===== config.mk =====
export PLATFORM = sky130hd
export DESIGN_NAME = vga_timing_gen
export DESIGN_NICKNAME = d
export VERILOG_FILES = /design/src/rtl/vga_timing_gen.sv
export SDC_FILE = /design/constraint.sdc
export NUM_CORES = 1
export LEC_CHECK = 0
export BUFFER_PORTS_ARGS = -buffer_cell sky130_fd_sc_hd__buf_2
export CAP_MARGIN = 40
export CORE_MARGIN = 2
export CORE_UTILIZATION = 45
export CTS_CLUSTER_DIAMETER = 30
export CTS_CLUSTER_SIZE = 10
export DETAILED_ROUTE_END_ITERATION = 10
export GPL_TIMING_DRIVEN = 0
export PLACE_DENSITY = 0.73
export REMOVE_ABC_BUFFERS = 1
export SLEW_MARGIN = 20
export SYNTH_ARGS = -nofsm -noshare
export SYNTH_HDL_FRONTEND = slang
export SYNTH_SLANG_ARGS = --single-unit

===== constraint.sdc =====
create_clock -name clk -period 3.42 [get_ports clk]
set_clock_uncertainty 0.1 [all_clocks]
set_input_delay 0.513 -clock clk [delete_from_list [all_inputs] [get_ports clk]]
set_output_delay 0.513 -clock clk [all_outputs]
set_load 0.01 [all_outputs]

===== src/rtl/vga_timing_gen.sv =====
// rtl/vga_timing_gen.sv - VGA raster timing: pixel divider, h/v counters, syncs, frame and game ticks
module vga_timing_gen #(
    parameter int CLK_DIV         = 4,
    parameter int H_TOTAL         = 800,
    parameter int H_SYNC          = 96,
    parameter int H_VIS_START     = 144,
    parameter int H_VIS_END       = 784,
    parameter int V_TOTAL         = 525,
    parameter int V_SYNC          = 2,
    parameter int V_VIS_START     = 35,
    parameter int V_VIS_END       = 515,
    parameter int FRAMES_PER_TICK = 2
) (
    input  logic       clk,
    input  logic       rst,
    output logic [9:0] hCount,
    output logic [9:0] vCount,
    output logic       bright,
    output logic       hSync,
    output logic       vSync,
    output logic       pix_tick,
    output logic       frame_tick,
    output logic       game_tick
);

    localparam int DW = (CLK_DIV > 1) ? $clog2(CLK_DIV) : 1;
    localparam int FW = (FRAMES_PER_TICK > 1) ? $clog2(FRAMES_PER_TICK) : 1;

    localparam logic [DW-1:0] DIV_LAST  = DW'(CLK_DIV - 1);
    localparam logic [FW-1:0] FCNT_LAST = FW'(FRAMES_PER_TICK - 1);
    localparam logic [9:0]    H_LAST    = 10'(H_TOTAL - 1);
    localparam logic [9:0]    V_LAST    = 10'(V_TOTAL - 1);
    localparam logic [9:0]    H_SYNC_W  = 10'(H_SYNC);
    localparam logic [9:0]    V_SYNC_W  = 10'(V_SYNC);
    localparam logic [9:0]    H_VS      = 10'(H_VIS_START);
    localparam logic [9:0]    H_VE      = 10'(H_VIS_END);
    localparam logic [9:0]    V_VS      = 10'(V_VIS_START);
    localparam logic [9:0]    V_VE      = 10'(V_VIS_END);

    logic [DW-1:0] div;
    logic [FW-1:0] fcnt;
    logic [9:0]    h_next;
    logic [9:0]    v_next;
    logic          frame_wrap;

    assign pix_tick = (div == DIV_LAST);

    // Pixel-enable divider: free-running 0..CLK_DIV-1
    always_ff @(posedge clk or posedge rst) begin
        if (rst) begin
            div <= '0;
        end else if (pix_tick) begin
            div <= '0;
        end else begin
            div <= div + 1'b1;
        end
    end

    // Next raster position; line and frame wrap resolved in the same step
    always_comb begin
        h_next     = hCount;
        v_next     = vCount;
        frame_wrap = 1'b0;
        if (pix_tick) begin
            if (hCount == H_LAST) begin
                h_next = '0;
                if (vCount == V_LAST) begin
                    v_next     = '0;
                    frame_wrap = 1'b1;
                end else begin
                    v_next = vCount + 10'd1;
                end
            end else begin
                h_next = hCount + 10'd1;
            end
        end
    end

    // Counters plus sync/bright decoded from the next position so they track the counters exactly
    always_ff @(posedge clk or posedge rst) begin
        if (rst) begin
            hCount <= '0;
            vCount <= '0;
            hSync  <= 1'b0;
            vSync  <= 1'b0;
            bright <= 1'b0;
        end else begin
            hCount <= h_next;
            vCount <= v_next;
            hSync  <= (h_next >= H_SYNC_W);
            vSync  <= (v_next >= V_SYNC_W);
            bright <= (h_next >= H_VS) && (h_next < H_VE) &&
                      (v_next >= V_VS) && (v_next < V_VE);
        end
    end

    // Frame counter and one-cycle frame/game pulses following a frame wrap
    always_ff @(posedge clk or posedge rst) begin
        if (rst) begin
            fcnt       <= '0;
            frame_tick <= 1'b0;
            game_tick  <= 1'b0;
        end else begin
            frame_tick <= frame_wrap;
            game_tick  <= frame_wrap && (fcnt == FCNT_LAST);
            if (frame_wrap) begin
                fcnt <= (fcnt == FCNT_LAST) ? '0 : fcnt + 1'b1;
            end
        end
    end

endmodule


==> summary.txt <==
========================================================================================
Status                                                                         completed
Global placer's final weighted congestion                                          0.843
Top cell type by total area after synthesis                                 sky130_fd_sc_hd__dfrtp_1
Clock slew at the register clock pins of the worst setup and hold paths          0.15 ns
Number of setup buffers added after CTS                                                0
Final design area excluding fillers                                             1610 µm²
Antenna violations before repair                                                       0
FF-to-FF path depth                                                                    9
Routed met1 length                                                               1250 µm
Post-synthesis instance area                                                    1380 µm²
Number of library cell types mapped by synthesis                                      35
HPWL reported at the end of detailed placement                                   2070 µm
Count of endpoints failing hold in the final timing report                             0
Hold bufs inserted after CTS                                                           0
Number of antenna cells inserted                                                       0
Initial Utilization                                                                46.3%
Top layer used by detailed routing                                                  met4
Number of setup violations in the final report                                         0
Top-level I/O count                                                                   28
Total length of routed met3 wires                                                 112 µm
Setup crit start kind                                                               flop
Synthesized-area fraction occupied by and/or/nand/nor cells                        26.0%
Worst-path fanout max                                                                  5
Number of max-cap violations                                                           0
Full die area                                                                   3530 µm²
Largest vdd supply drop                                                           198 µV
Global-route wire length before repair                                           4460 µm
Dominant register cell in the synthesized netlist                           sky130_fd_sc_hd__dfrtp_1
Number of enable-type register cells in the synthesized netlist                        0
DR pass1 iterations                                                                    4
Dominant cells by area after synthesis                                      sky130_fd_sc_hd__dfrtp_1 (51%), sky130_fd_sc_hd__xnor2_1 (5.1%), sky130_fd_sc_hd__xor2_1 (3.8%)
Nets                                                                                 172
Post-synthesis adder-cell area fraction                                            3.63%
Count of state elements after synthesis                                               28
Combinational family with the most area after synthesis                     simple AND/OR/NAND/NOR gates
Endpoint required time on the critical path                                      3.58 ns
Horizontal extent of the die                                                     59.4 µm
Transition at the pin with the smallest max-transition slack                    0.560 ns
Crit path capture type                                                              flop
Number of I/O port buffers                                                            27
Start-to-end type of the worst setup path                                   flop to flop
Portion of the clock cycle consumed by the worst path in the final layout          94.9%
Clock net sink count                                                                  28
Post-synthesis compound-gate area fraction                                         6.17%
Post-synthesis xor/xnor area fraction                                              8.88%
Setup repair after global routing missed its margin                                false
Fraction of final layout cells with drive strength greater than 1                  26.1%
Register area share after synthesis                                                50.8%
CP Data Arrival Time                                                             3.41 ns
Met2 routed wirelength                                                           1300 µm
Slew headroom                                                                      62.7%
Multiplexer area fraction after synthesis                                         0.725%
CTS H-Tree Depth                                                                       1
LEAKAGE                                                                      0.000867 µW
Fmax                                                                             308 MHz
Worst flop-to-flop path startpoint                                             vCount[1]
Top library cells by usage in the layout, fill and taps aside               sky130_fd_sc_hd__dfrtp_1 (27), sky130_fd_sc_hd__buf_2 (27), sky130_fd_sc_hd__nor2_1 (12)
Final wirelength                                                                 2700 µm
Clock tree from TritonCTS                                                          built
Placement row count                                                                   20
DRC violation count after routing                                                      0
Instance area after placement                                                   1560 µm²
Pin count of the biggest net entering global routing                                  16
Min Clock Period, post-route                                                     3.24 ns
Clock buffer count from CTS                                                            3
Clock tree root driver cell                                                 sky130_fd_sc_hd__clkbuf_4
End of the worst register-to-register path                                        bright
Number of vias per cell after detailed routing                                      5.61
Mapped Avg Cell Area                                                            10.2 µm²
Cell Pwr Density                                                              314 nW/µm²
Number of nets with antenna violations after routing                                   0
Iteration-0 DRC Markers                                                               45
Fraction of synthesized cell area taken by the top area cell type                  50.8%
Cell count after synthesis                                                           135
All-Layer GR Usage                                                                 17.0%
Signed area change from the synthesized netlist to the final layout                16.6%
Routed length per placed instance                                                13.6 µm
Vias in the first global route                                                      1004
Count of instances resized after the clock tree is built                               0
Sum Neg Setup Slack                                                                 0 ns
Max-slew violation count                                                               0
Async SR Flop Fraction                                                              100%
Vias                                                                                1111
Path type of the worst min-delay path                                       input pin to asynchronous set/reset pin
R2R setup slack                                                                  0.18 ns
Core Region                                                                     2980 µm²
Clock latency on the worst-skew pair                                             0.34 ns
GR Overflow Total                                                                      0
Clock Path Buffers                                                                     2
Die Span Y                                                                       59.4 µm
Yosys warns                                                                            0
========================================================================================
## cell type report
type                            instances  area, µm²
Multi-Input combinational cell         95        638
Tap cell                               33       41.3
Fill cell                             266       1370
Sequential cell                        28        702
Clock buffer                            4       36.3
Timing Repair Buffer                   29        158
Inverter                                9       33.8
## sequential cells by signal, indices dropped and copies added (netlist names)
register,cells
bright,1
vSync,1
frame_tick,1
game_tick,1
div,2
fcnt,1
hSync,1
vCount,10
hCount,10
## worst max-delay path by stage
stage	from	endpoint	slack, ns	cells after the start
6_report	vCount[1]	bright	0.18	9
5_1_grt	vCount[0]	bright	0.04	9
4_1_cts	vCount[0]	bright	0.07	9
3_5_place_dp	vCount[0]	bright	0.10	9
3_3_place_gp	div[0]	bright	-0.26	8
2_1_floorplan	div[0]	bright	0.28	8
## kinds of logic after synthesis
group	after synthesis
AND/OR/NAND/NOR	63
adder cells (fa/ha/maj)	4
XOR/XNOR	14
flip-flops	28
AO/OA/AOI/OAI	13
buffers and inverters	12
multiplexers	1
## worst max-delay path, cell delays in order (launching register included)
cell                       delay [ns]
sky130_fd_sc_hd__dfrtp_1         0.46
sky130_fd_sc_hd__inv_1           0.11
sky130_fd_sc_hd__ha_1            0.16
sky130_fd_sc_hd__nand4_1         0.15
sky130_fd_sc_hd__or4_4           0.55
sky130_fd_sc_hd__and3_1          0.20
sky130_fd_sc_hd__a211o_1         0.30
sky130_fd_sc_hd__or4_4           0.50
sky130_fd_sc_hd__or4_1           0.41
sky130_fd_sc_hd__a211oi_1        0.23
## routing by layer
| metal | global-route usage [%] | vias up |
|---|---|---|
| met5 | 0 | - |
| met4 | 7.79 | 0 |
| met3 | 2.62 | 5 |
| met2 | 26.2 | 29 |
| met1 | 23.5 | 531 |
| li1 | - | 546 |
## stage by stage
stage | std cells | hold WS (ns) | setup slack, ns | utilization [%] | total power [µW]
2_1_floorplan | 132 | 0.303 | 0.279 | - | 342
3_3_place_gp | 192 | 0.314 | -0.261 | 51.6 | 344
3_5_place_dp | 193 | 0.320 | 0.103 | 52.3 | 347
6_report | 198 | 0.0930 | 0.175 | 54.0 | 504
5_1_grt | 198 | 0.123 | 0.0430 | 54.0 | 526
4_1_cts | 197 | 0.111 | 0.0730 | 53.5 | 510
## Yosys cell counts (2+ instances only)
library cell and instances:
sky130_fd_sc_hd__dfrtp_1 28, sky130_fd_sc_hd__ha_1 4, sky130_fd_sc_hd__nor2_1 12, sky130_fd_sc_hd__a211oi_1 2, sky130_fd_sc_hd__and3_1 3, sky130_fd_sc_hd__xnor2_1 8
sky130_fd_sc_hd__or3_1 4, sky130_fd_sc_hd__a21oi_1 2, sky130_fd_sc_hd__xor2_1 6, sky130_fd_sc_hd__inv_1 9, sky130_fd_sc_hd__and4_1 2, sky130_fd_sc_hd__nand4_1 5
sky130_fd_sc_hd__nand2_1 8, sky130_fd_sc_hd__or4_4 2, sky130_fd_sc_hd__o21ai_0 3, sky130_fd_sc_hd__or4_1 2, sky130_fd_sc_hd__nor4_1 3, sky130_fd_sc_hd__clkbuf_1 2
sky130_fd_sc_hd__and3_2 3, sky130_fd_sc_hd__nor3_1 5, sky130_fd_sc_hd__nand3_1 8
## where the power goes
part	internal, µW	total [µW]	switching [µW]	leakage (µW)
Clock	65.4	165	99.2	0.0000210
Combinational	2.03	8.76	6.73	0.000471
Sequential	331	331	0	0.000375
Note: power is estimated with default switching activity, not from simulation.
